==> src/rtl/nibble_bus_mem_pkg.sv <==
`default_nettype none
// ============================================================================
// Module      : nibble_bus_pkg
// Description : Shared types for the nibble-bus memory responder: cycle-type
//               enum, store/load control encodings, loader state enum and
//               the bus-control decode helper.
// Revision    : 1.0 - initial release
// ============================================================================
package nibble_bus_pkg;

  // Kind of bus cycle the CPU is running this clock.
  typedef enum logic [2:0] {
    FETCH1 = 3'd0,
    FETCH2 = 3'd1,
    FETCH3 = 3'd2,
    LOAD   = 3'd3,
    STORE  = 3'd4,
    RSVD   = 3'd5
  } cycle_e;

  // Full 4-bit control encodings of the two data cycles.
  localparam logic [3:0] LOAD_CTL  = 4'b0111;
  localparam logic [3:0] STORE_CTL = 4'b0011;

  // Program-loader states.
  typedef enum logic [1:0] {
    LD_IDLE = 2'd0,
    LD_LOAD = 2'd1,
    LD_HOLD = 2'd2
  } loader_state_e;

  // ctl[1:0] selects the fetch nibble; 11 marks a data cycle whose kind is
  // carried in ctl[3:2] (on fetches ctl[3:2] are the low pc bits instead).
  function automatic cycle_e decode_cycle(input logic [3:0] ctl);
    cycle_e cyc;
    case (ctl[1:0])
      2'b00:   cyc = FETCH1;
      2'b01:   cyc = FETCH2;
      2'b10:   cyc = FETCH3;
      default: begin
        if (ctl == LOAD_CTL)       cyc = LOAD;
        else if (ctl == STORE_CTL) cyc = STORE;
        else                       cyc = RSVD;
      end
    endcase
    return cyc;
  endfunction

endpackage
`default_nettype wire

==> src/rtl/nibble_bus_mem_if.sv <==
`default_nettype none
// ============================================================================
// Module      : nibble_bus_mem_if
// Description : CPU nibble bus between the 4-bit CPU (master) and the memory
//               responder (slave).
//   bus_addr  [7:0] CPU address byte
//   bus_ctl   [3:0] CPU control nibble
//   bus_wdata [3:0] CPU store data
//   rd_data   [3:0] nibble returned to the CPU
// Revision    : 1.0 - initial release
// ============================================================================
interface nibble_bus_mem_if;
  logic [7:0] bus_addr;
  logic [3:0] bus_ctl;
  logic [3:0] bus_wdata;
  logic [3:0] rd_data;

  modport master (
    output bus_addr,
    output bus_ctl,
    output bus_wdata,
    input  rd_data
  );

  modport slave (
    input  bus_addr,
    input  bus_ctl,
    input  bus_wdata,
    output rd_data
  );
endinterface
`default_nettype wire

==> src/rtl/nibble_bus_mem_loader.sv <==
`default_nettype none
// ============================================================================
// Module      : nibble_bus_loader
// Description : Program-store loader. Holds the CPU in reset while the
//               program port is active, assembles three nibbles per 12-bit
//               instruction word and strobes each finished word into the
//               program store.
//   clk, rst_n          clock, asynchronous active-low reset
//   prog_mode           high = loader owns the program store
//   prog_valid/ready    nibble handshake, prog_data carries n1, n2, n3
//   prog_full           every program word written since LOAD entry
//   cpu_rst_n           active-low reset to the CPU
//   wr_en/addr/data     program-store write strobe (same-cycle)
// Revision    : 1.0 - initial release
// ============================================================================
module nibble_bus_loader
  import nibble_bus_pkg::*;
#(
  parameter int PROG_DEPTH = 64,
  parameter int PROG_AW    = $clog2(PROG_DEPTH)
) (
  input  logic               clk,
  input  logic               rst_n,
  input  logic               prog_mode,
  input  logic               prog_valid,
  input  logic [3:0]         prog_data,
  output logic               prog_ready,
  output logic               prog_full,
  output logic               cpu_rst_n,
  output logic               wr_en,
  output logic [PROG_AW-1:0] wr_addr,
  output logic [11:0]        wr_data
);

  loader_state_e      r_state;
  logic               r_mode_q;
  logic [PROG_AW-1:0] r_index;
  logic [1:0]         r_phase;
  logic [3:0]         r_slot0;
  logic [3:0]         r_slot1;
  logic               r_full;
  logic               r_cpu_rst_n;
  logic               w_accept;

  assign prog_ready = (r_state == LD_LOAD) && !r_full;
  assign prog_full  = r_full;
  assign cpu_rst_n  = r_cpu_rst_n;

  // A falling prog_mode wins over a handshake in the same cycle, so the
  // nibble offered then is never taken.
  assign w_accept = prog_valid && prog_ready && prog_mode;

  // Third nibble completes the word: write it in the same cycle it arrives.
  assign wr_en   = w_accept && (r_phase == 2'd2);
  assign wr_addr = r_index;
  assign wr_data = {prog_data, r_slot1, r_slot0};

  always_ff @(posedge clk or negedge rst_n) begin
    if (!rst_n) begin
      r_state     <= LD_IDLE;
      r_mode_q    <= 1'b0;
      r_index     <= '0;
      r_phase     <= 2'd0;
      r_slot0     <= 4'h0;
      r_slot1     <= 4'h0;
      r_full      <= 1'b0;
      r_cpu_rst_n <= 1'b0;
    end else begin
      // r_mode_q resets low, so prog_mode held through reset is seen as a
      // rising edge at the first clock after release.
      r_mode_q <= prog_mode;
      case (r_state)
        LD_IDLE: begin
          if (prog_mode && !r_mode_q) begin
            r_state     <= LD_LOAD;
            r_index     <= '0;
            r_phase     <= 2'd0;
            r_slot0     <= 4'h0;
            r_slot1     <= 4'h0;
            r_full      <= 1'b0;
            r_cpu_rst_n <= 1'b0;
          end else begin
            r_cpu_rst_n <= 1'b1;
          end
        end
        LD_LOAD: begin
          if (!prog_mode) begin
            // Drop any partially assembled word.
            r_state <= LD_HOLD;
            r_phase <= 2'd0;
          end else if (w_accept) begin
            case (r_phase)
              2'd0: begin
                r_slot0 <= prog_data;
                r_phase <= 2'd1;
              end
              2'd1: begin
                r_slot1 <= prog_data;
                r_phase <= 2'd2;
              end
              default: begin
                r_phase <= 2'd0;
                r_index <= r_index + 1'b1;
                if (r_index == PROG_AW'(PROG_DEPTH - 1)) r_full <= 1'b1;
              end
            endcase
          end
        end
        LD_HOLD: begin
          r_state     <= LD_IDLE;
          r_cpu_rst_n <= 1'b1;
        end
        default: begin
          r_state     <= LD_IDLE;
          r_cpu_rst_n <= 1'b0;
        end
      endcase
    end
  end

endmodule
`default_nettype wire

==> src/rtl/nibble_bus_mem.sv <==
`default_nettype none
// ============================================================================
// Module      : nibble_bus_mem
// Description : Memory responder on the CPU nibble bus. Decodes each bus
//               cycle and returns a program nibble or a data-RAM nibble with
//               zero latency, commits CPU stores, and hosts the program
//               loader. Optional I/O port at data address 0xF is enabled by
//               defining NIBBLE_BUS_PORT_EN.
//   clk, rst_n          clock, asynchronous active-low reset
//   bus                 nibble bus (slave modport)
//   prog_*              program loader port
//   cpu_rst_n           active-low reset to the CPU
//   port_in, port_out   I/O port (port_out tied 0 without NIBBLE_BUS_PORT_EN)
// Revision    : 1.0 - initial release
// ============================================================================
module nibble_bus_mem
  import nibble_bus_pkg::*;
#(
  parameter int PROG_DEPTH = 64,
  parameter int PROG_AW    = $clog2(PROG_DEPTH)
) (
  input  logic             clk,
  input  logic             rst_n,
  nibble_bus_mem_if.slave  bus,
  input  logic             prog_mode,
  input  logic             prog_valid,
  input  logic [3:0]       prog_data,
  output logic             prog_ready,
  output logic             prog_full,
  output logic             cpu_rst_n,
  input  logic [3:0]       port_in,
  output logic [3:0]       port_out
);

`ifdef NIBBLE_BUS_PORT_EN
  localparam logic c_port_en = 1'b1;
`else
  localparam logic c_port_en = 1'b0;
`endif

  logic [11:0]        r_prog [PROG_DEPTH];
  logic [3:0]         r_dram [16];
  logic [3:0]         r_port_out;

  logic               w_prog_we;
  logic [PROG_AW-1:0] w_prog_waddr;
  logic [11:0]        w_prog_wdata;

  cycle_e             w_cycle;
  logic [9:0]         w_pc;
  logic               w_pc_ok;
  logic [11:0]        w_word;
  logic               w_data_ok;
  logic               w_port_hit;
  logic               w_store_ok;
  logic [3:0]         w_rd_data;

  nibble_bus_loader #(
    .PROG_DEPTH (PROG_DEPTH),
    .PROG_AW    (PROG_AW)
  ) u_loader (
    .clk        (clk),
    .rst_n      (rst_n),
    .prog_mode  (prog_mode),
    .prog_valid (prog_valid),
    .prog_data  (prog_data),
    .prog_ready (prog_ready),
    .prog_full  (prog_full),
    .cpu_rst_n  (cpu_rst_n),
    .wr_en      (w_prog_we),
    .wr_addr    (w_prog_waddr),
    .wr_data    (w_prog_wdata)
  );

  assign w_cycle    = decode_cycle(bus.bus_ctl);
  // On fetch cycles ctl[3:2] extend the address into a 10-bit word index.
  assign w_pc       = {bus.bus_addr, bus.bus_ctl[3:2]};
  assign w_pc_ok    = (w_pc < 10'(PROG_DEPTH));
  assign w_word     = r_prog[w_pc[PROG_AW-1:0]];
  assign w_data_ok  = (bus.bus_addr[7:4] == 4'h0);
  assign w_port_hit = c_port_en && (bus.bus_addr[3:0] == 4'hF);
  assign w_store_ok = (w_cycle == STORE) && w_data_ok && cpu_rst_n;

  always_comb begin
    w_rd_data = 4'h0;
    case (w_cycle)
      FETCH1: if (w_pc_ok) w_rd_data = w_word[3:0];
      FETCH2: if (w_pc_ok) w_rd_data = w_word[7:4];
      FETCH3: if (w_pc_ok) w_rd_data = w_word[11:8];
      LOAD: begin
        if (w_data_ok) w_rd_data = w_port_hit ? port_in : r_dram[bus.bus_addr[3:0]];
      end
      default: w_rd_data = 4'h0;
    endcase
  end

  assign bus.rd_data = w_rd_data;
  assign port_out    = r_port_out;

  // With the port enabled, stores to 0xF go to port_out and dram[15] is
  // never written, so it stays a constant zero.
  always_ff @(posedge clk or negedge rst_n) begin
    if (!rst_n) begin
      for (int i = 0; i < PROG_DEPTH; i++) r_prog[i] <= 12'h000;
      for (int i = 0; i < 16; i++) r_dram[i] <= 4'h0;
      r_port_out <= 4'h0;
    end else begin
      if (w_prog_we) r_prog[w_prog_waddr] <= w_prog_wdata;
      if (w_store_ok && !w_port_hit) r_dram[bus.bus_addr[3:0]] <= bus.bus_wdata;
      if (w_store_ok && w_port_hit) r_port_out <= bus.bus_wdata;
    end
  end

endmodule
`default_nettype wire
==> src/flat_wrapper.sv <==
// flat-port wrapper written by rule: the top's interface ports become plain ports
module nibble_bus_mem_flat import nibble_bus_pkg::*;
#(
  parameter int PROG_DEPTH = 64,
  parameter int PROG_AW    = $clog2(PROG_DEPTH)
)
  (clk, rst_n, prog_mode, prog_valid, prog_data, prog_ready, prog_full, cpu_rst_n, port_in, port_out, bus_bus_addr, bus_bus_ctl, bus_bus_wdata, bus_rd_data);
  nibble_bus_mem_if bus_i ();
  input  logic clk;
  input  logic rst_n;
  input  logic prog_mode;
  input  logic prog_valid;
  input  logic [3:0] prog_data;
  output logic prog_ready;
  output logic prog_full;
  output logic cpu_rst_n;
  input  logic [3:0] port_in;
  output logic [3:0] port_out;
  input wire logic [$bits(bus_i.bus_addr)-1:0] bus_bus_addr;
  input wire logic [$bits(bus_i.bus_ctl)-1:0] bus_bus_ctl;
  input wire logic [$bits(bus_i.bus_wdata)-1:0] bus_bus_wdata;
  output wire logic [$bits(bus_i.rd_data)-1:0] bus_rd_data;
  assign bus_i.bus_addr = bus_bus_addr;
  assign bus_i.bus_ctl = bus_bus_ctl;
  assign bus_i.bus_wdata = bus_bus_wdata;
  assign bus_rd_data = bus_i.rd_data;
  nibble_bus_mem #(.PROG_DEPTH(PROG_DEPTH), .PROG_AW(PROG_AW)) u_core (.clk(clk), .rst_n(rst_n), .bus(bus_i), .prog_mode(prog_mode), .prog_valid(prog_valid), .prog_data(prog_data), .prog_ready(prog_ready), .prog_full(prog_full), .cpu_rst_n(cpu_rst_n), .port_in(port_in), .port_out(port_out));
endmodule
==> config.mk <==
export PLATFORM = sky130hd
export DESIGN_NAME = nibble_bus_mem_flat
export DESIGN_NICKNAME = d
export VERILOG_FILES = /design/src/rtl/nibble_bus_mem_pkg.sv /design/src/rtl/nibble_bus_mem_if.sv /design/src/rtl/nibble_bus_mem_loader.sv /design/src/rtl/nibble_bus_mem.sv /design/src/flat_wrapper.sv
export SDC_FILE = /design/constraint.sdc
export NUM_CORES = 1
export LEC_CHECK = 0
export CORE_MARGIN = 1.5
export CORE_UTILIZATION = 59
export CTS_CLUSTER_SIZE = 16
export DETAILED_ROUTE_END_ITERATION = 7
export HOLD_SLACK_MARGIN = 0.1
export PLACE_DENSITY_LB_ADDON = 0.2
export SETUP_SLACK_MARGIN = 0.05
export SLEW_MARGIN = 10
export SYNTH_ARGS = -nofsm -noshare
export SYNTH_HDL_FRONTEND = slang
export SYNTH_SLANG_ARGS = --single-unit
==> constraint.sdc <==
create_clock -name clk -period 4 [get_ports clk]
set_input_delay 0.4 -clock clk [delete_from_list [all_inputs] [get_ports clk]]
set_output_delay 0.4 -clock clk [all_outputs]
set_load 0.01 [all_outputs]
# == After elaboration in Yosys (flattened, before gate mapping) ==
# Cells that the tools add are included.
# word_totals
register_bits,853
wordCells,194
# op_classes
order_cmp,6
add_sub_neg,1
eq_ne,22
n_bitwise,3
n_mux,50
reduce_logical,24
# op_table
operator,count
$bwmux 768,1
$bmux 12 s6,1
$demux 12 s6,1
$bwmux 64,1
$mux 4,14
$mux 12,3
$mux 6,4
$bmux 4 s4,1
$demux 4 s4,1
$pmux 4 s2,2
$pmux 4 s4,1
$reduce_and 5->1,3
$ge 7x7->1 const B,2
$not 6->7,2
$pmux 2 s2,3
$pmux 6 s2,1
$lt 10x7->1 const B,1
$mux 2,5
$ne 2x2->1 const B,5
$logic_and 1x1->1,9
$pmux 3 s3,1
$lt 7x1->1 const B,1
$mux 1,7
$add 6x1->6 const B,1
other kinds (25),35

# == Logic depth before layout (Yosys ltp) ==
# logic_depth
depth_word,7
mapped_depth,11
mapped_depth_nobuf,6

# == Modules after synthesis ==
# A second synthesis with hierarchy kept.
# hier_totals
hier_cells,2579
area_unflattened_um2,39140.0
# by_module_without_submodules
mod,area_each_um2,instances,cells_each
nibble_bus_mem,38164.1,1,2487
nibble_bus_loader,975.9,1,92

# == Least setup slack after synthesis ==
# OpenSTA, ideal clock, no wires.
# synth_timing
path_kind,input-to-output
startpoint,input port bus_bus_ctl[2]
endpoint,output port bus_rd_data[0]
arrival_ps,2450
t_required_ps,3600
setup_slack_ps,1150
n_path_buf,4
path_stages,8
path_cell_list,buf_6 > buf_8 > buf_6 > buf_4 > mux4_2 > mux4_2 > o221ai_1 > o311ai_0
# synth_via
elab_chain_len,6
word_cells_on_any_way,18
cone_classes,order compare (1); eq/ne (5); mux (10); bitwise (1); reduce/logical (1)
# synth_rtl
element,line_no,rtl
start: declaration,flat_wrapper.sv:20,input wire logic [$bits(bus_i.bus_ctl)-1:0] bus_bus_ctl;
$not 6->7 (not written as such) / $eq 4x2->1 (equally long branches),"nibble_bus_mem.sv:79, nibble_bus_mem_pkg.sv:42",
$bmux 12 s6 / $mux 1 (equally long branches),"nibble_bus_mem.sv:79, nibble_bus_mem_pkg.sv:42",
$mux 12 (not written as such) / $mux 3 (equally long branches),"nibble_bus_mem.sv:79, nibble_bus_mem_pkg.sv:41",
$mux 12 (not written as such) / $pmux 3 s3 (equally long branches),"nibble_bus_mem.sv:79, nibble_bus_mem_pkg.sv:36",
"$mux 4, or another cell as far along",nibble_bus_mem.sv:89,FETCH3: if (w_pc_ok) w_rd_data = w_word[11:8];
$pmux 4 s4 *,nibble_bus_mem.sv:86,case (w_cycle)
end: declaration,flat_wrapper.sv:22,output wire logic [$bits(bus_i.rd_data)-1:0] bus_rd_data;
# Mark *: on every way between the ends. The rest lies on a longest branch, timed or not. The select of a mux whose other input is x is not followed.

# == Worst setup path in the final report ==
# layout_timing
startpoint,input port bus_bus_ctl[2]
endpoint,output port bus_rd_data[2]
# The elaborated chain is that of the path after synthesis.

==> flow_summary.yaml <==
logic_synthesis:
  synth_area_mm2: 0.0393
  synth_edf_count: 0
  ys_warn_count: 0
  ys_types: 70
  async_flop_share: 1.00
  ys.flop_type: "dfrtp_1"
  synth_seq_area_share: 0.543
  syn_avg_cell_area_um2: 15.3
  synth-seq-cells: 853
  syn-instance-count: 2566
sta:
  setup_tns_ns: 0
  fin_crit_sh: 0.966
  slew-limit-headroom: 0.239
  worst_slew_pin_slew_ns: 1.14
  final-setup-viol-count: 0
  fin_skew_ns: 0.0259
  rsz0062_at_grt: "false"
  finalHoldViolCount: 0
  timing.fmax_ghz: 0.259
  maxSlewViolCount: 0
  period_minus_slack_ns: 3.86
  hold_ws_ns: 0.384
global_routing:
  overflow: 0
  grt_pass1_vias: 24927
  grt_usage: 0.305
  grt_max_degree: 104
  grt_first_pass_wirelength_um: 155000
  antenna_found_initial: 3
routing:
  wl_per_cell_um: 28.2
  wl_um: 101000
  avgViaCountPerCell: 6.54
  ant_nets: 0
  via_count: 23289
  drtIter0Drc: 2010
  dr.pass1.iters: 7
  drcViolationCount: 0
clock_network:
  clock_path_buffers: 3
  clkTransAtPathRegs_ns: 0.05
  cts_made_buffers: 88
  clock_latency_ns: 0.63
  cts_num_sinks: 853
  cts-htree-levels: 3
  cts_tree: "done"
  cts_root_buf: "clkbuf_16"
power_and_ir_drop:
  p_sw_frac: 0.236
  power.leakage_nw: 21.5
  p_sw_mw: 4.31
  combPwrFrac: 0.060
  ir_worst_vdd_uv: 332
  p_per_area_mw_per_mm2: 413
  clockPowerShare: 0.456
  power_frac_seq: 0.484
  power.internal_mw: 14.0
final_layout:
  postLayoutCellArea_mm2: 0.0443
  drive_above_1_share: 0.517
  seqCellArea_mm2: 0.0214
  fillers: 4517
  multi_input_area_mm2: 0.0169
  diodes: 0
  area_growth_pct: 12.6
  layout.nets: 2663
floorplan:
  initial_core_util: 0.597
  pin_count: 39
  coreArea_mm2: 0.0659
  dieHeight_um: 261
  num_rows: 94
  die_w_um: 261
  dieArea_mm2: 0.0682
setup_path:
  slowest_stage: "mux4_2"
  critPathKind: "in2out"
  path_cells: "buf_8 -> buf_12 -> buf_4 -> mux4_2 -> mux4_2 -> a211o_1 -> o211ai_1 -> o311ai_2 -> clkdlybuf4s50_1"
  end_kind: "output port"
  cpPeakStageDelay_ns: 0.59
  crit_path_max_fanout: 14
  critPathLaunchType: "input pin"
  crit_top_cell: "mux4_2"
  cp.arrival_ns: 3.46
  reg2reg_depth: 7
  crit_required_ns: 3.60
outcome:
  status: "finished clean"
placement:
  port_buffers: 30
  globalplace.congestion: 0.972
  placed_cell_area_mm2: 0.0412
  dpl.hpwl_um: 66400
hold_path:
  hold-path-cell-count: 1
  worstHoldPathType: "in2reg"
flow_run:
  drv_cap: 0
power by group through the flow:
stage | logic [mW] | clock network, mW | registers [mW]
3_5_place_dp | 1.09 | 0 | 9.00
3_3_place_gp | 1.06 | 0 | 8.99
2_1_floorplan | 0.617 | 0 | 8.84
6_report | 1.10 | 8.35 | 8.85
5_1_grt | 1.17 | 8.83 | 8.85
4_1_cts | 1.10 | 8.49 | 8.84
path summary, 6_finish.rpt:
check	start	end	slack, ns
min	prog_mode	u_core.u_loader.r_mode_q	0.38
min in group asynchronous	rst_n	u_core.r_prog[658]	0.44
max reg2reg	u_core.u_loader.r_state[1]	u_core.r_prog[192]	1.13
max	bus_bus_ctl[2]	bus_rd_data[2]	0.14
max in group asynchronous	rst_n	u_core.r_prog[467]	2.39
min reg2reg	u_core.r_prog[618]	u_core.r_prog[618]	0.50
per-stage QoR:
stage / total power [mW] / setup WS, ns / util / std cells
3_5_place_dp: 10.1 / -0.142 / 0.626 / 3407
4_1_cts: 18.4 / 0.136 / 0.671 / 3563
2_1_floorplan: 9.46 / 1.15 / - / 2569
3_3_place_gp: 10.1 / -0.146 / 0.626 / 3407
6_report: 18.3 / 0.136 / 0.672 / 3563
5_1_grt: 18.9 / 0.0661 / 0.672 / 3563
registers in the layout, summed over array words and instances, names as in the netlist:
signal,flops
u_core.r_prog,768
u_core.u_loader.r_phase,2
u_core.u_loader.r_state,2
u_core.u_loader.r_slot0,4
u_core.u_loader.cpu_rst_n,1
u_core.u_loader.r_mode_q,1
u_core.u_loader.r_slot1,4
u_core.u_loader.prog_full,1
u_core.r_dram,64
u_core.u_loader.wr_addr,6
area by class of cell:
cell class	instances	share of cell area
clock inverters	28	0.00823
repair buffers	210	0.0437
flip-flops and latches	853	0.483
well taps	864	0.0244
multi-input cells	1478	0.382
inverters	3	0.000254
clock buffers	127	0.0586
Yosys cell counts, types with 11 or more instances:
cell type | number | area [µm²]
a22o_1 | 13 | 114
a22oi_1 | 31 | 233
buf_2 | 51 | 255
buf_4 | 16 | 120
clkbuf_1 | 152 | 571
dfrtp_1 | 853 | 21300
mux2_2 | 848 | 9550
mux2i_1 | 73 | 731
mux4_2 | 191 | 4300
nand2_1 | 44 | 165
nand3_1 | 11 | 55.1
nor2_1 | 85 | 319
nor2b_1 | 18 | 113
o21ai_0 | 11 | 55.1
per-layer routing:
layer,global-route usage,wire [µm],part of all wire
met1,0.422,42400,0.42
met2,0.490,48500,0.48
met3,0.0583,6180,0.061
met4,0.102,3540,0.035
met5,0,13,0.00013
critical path, delay by kind of cell:
kind                   cells  cell delay, ns
buffers and inverters      4            1.13
AOI/OAI and AO/OA          3            0.75
muxes                      2            1.12
repair_timing:
item	CTS	global route
resized for setup	3	4
setup buffers	0	0
hold buffers	1	0
endpoints found under the hold margin	87	0
setup endpoints to repair	1	4
layout by cell type, fill, tap and decap left out, types with 6 or more instances in the layout:
cell type / instances
clkbuf_8: 21
nand3_1: 11
bufinv_16: 8
or3_1: 6
clkdlybuf4s50_1: 19
a211oi_1: 8
clkbuf_1: 17
nand2_2: 8
dfrtp_2: 7
a221oi_1: 7
o22ai_1: 7
clkinv_2: 15
mux4_1: 6
mux2_2: 848
buf_2: 6
a21oi_1: 8
mux4_2: 191
nand2_1: 44
dfrtp_1: 845
a31oi_1: 7
buf_12: 24
clkbuf_16: 90
mux2i_1: 72
nor2b_1: 18
nor2_1: 85
o21ai_0: 11
a22oi_1: 29
and2_1: 10
buf_4: 156
a22o_1: 13
nand2b_1: 7
kinds of logic (layout without fill, tap and decap cells):
kind of cell	count (synthesis)	in the layout	share of synthesized area
buf+inv	238	368	0.0277
simple gates	226	226	0.0288
flops	853	853	0.543
fa+ha+maj	1	1	0.000318
mux	1120	1120	0.376
other cells	1	4	0.0000954
compound gates	124	124	0.0236
xor+xnor	3	3	0.000669
Power figures use the tool's default switching activity.
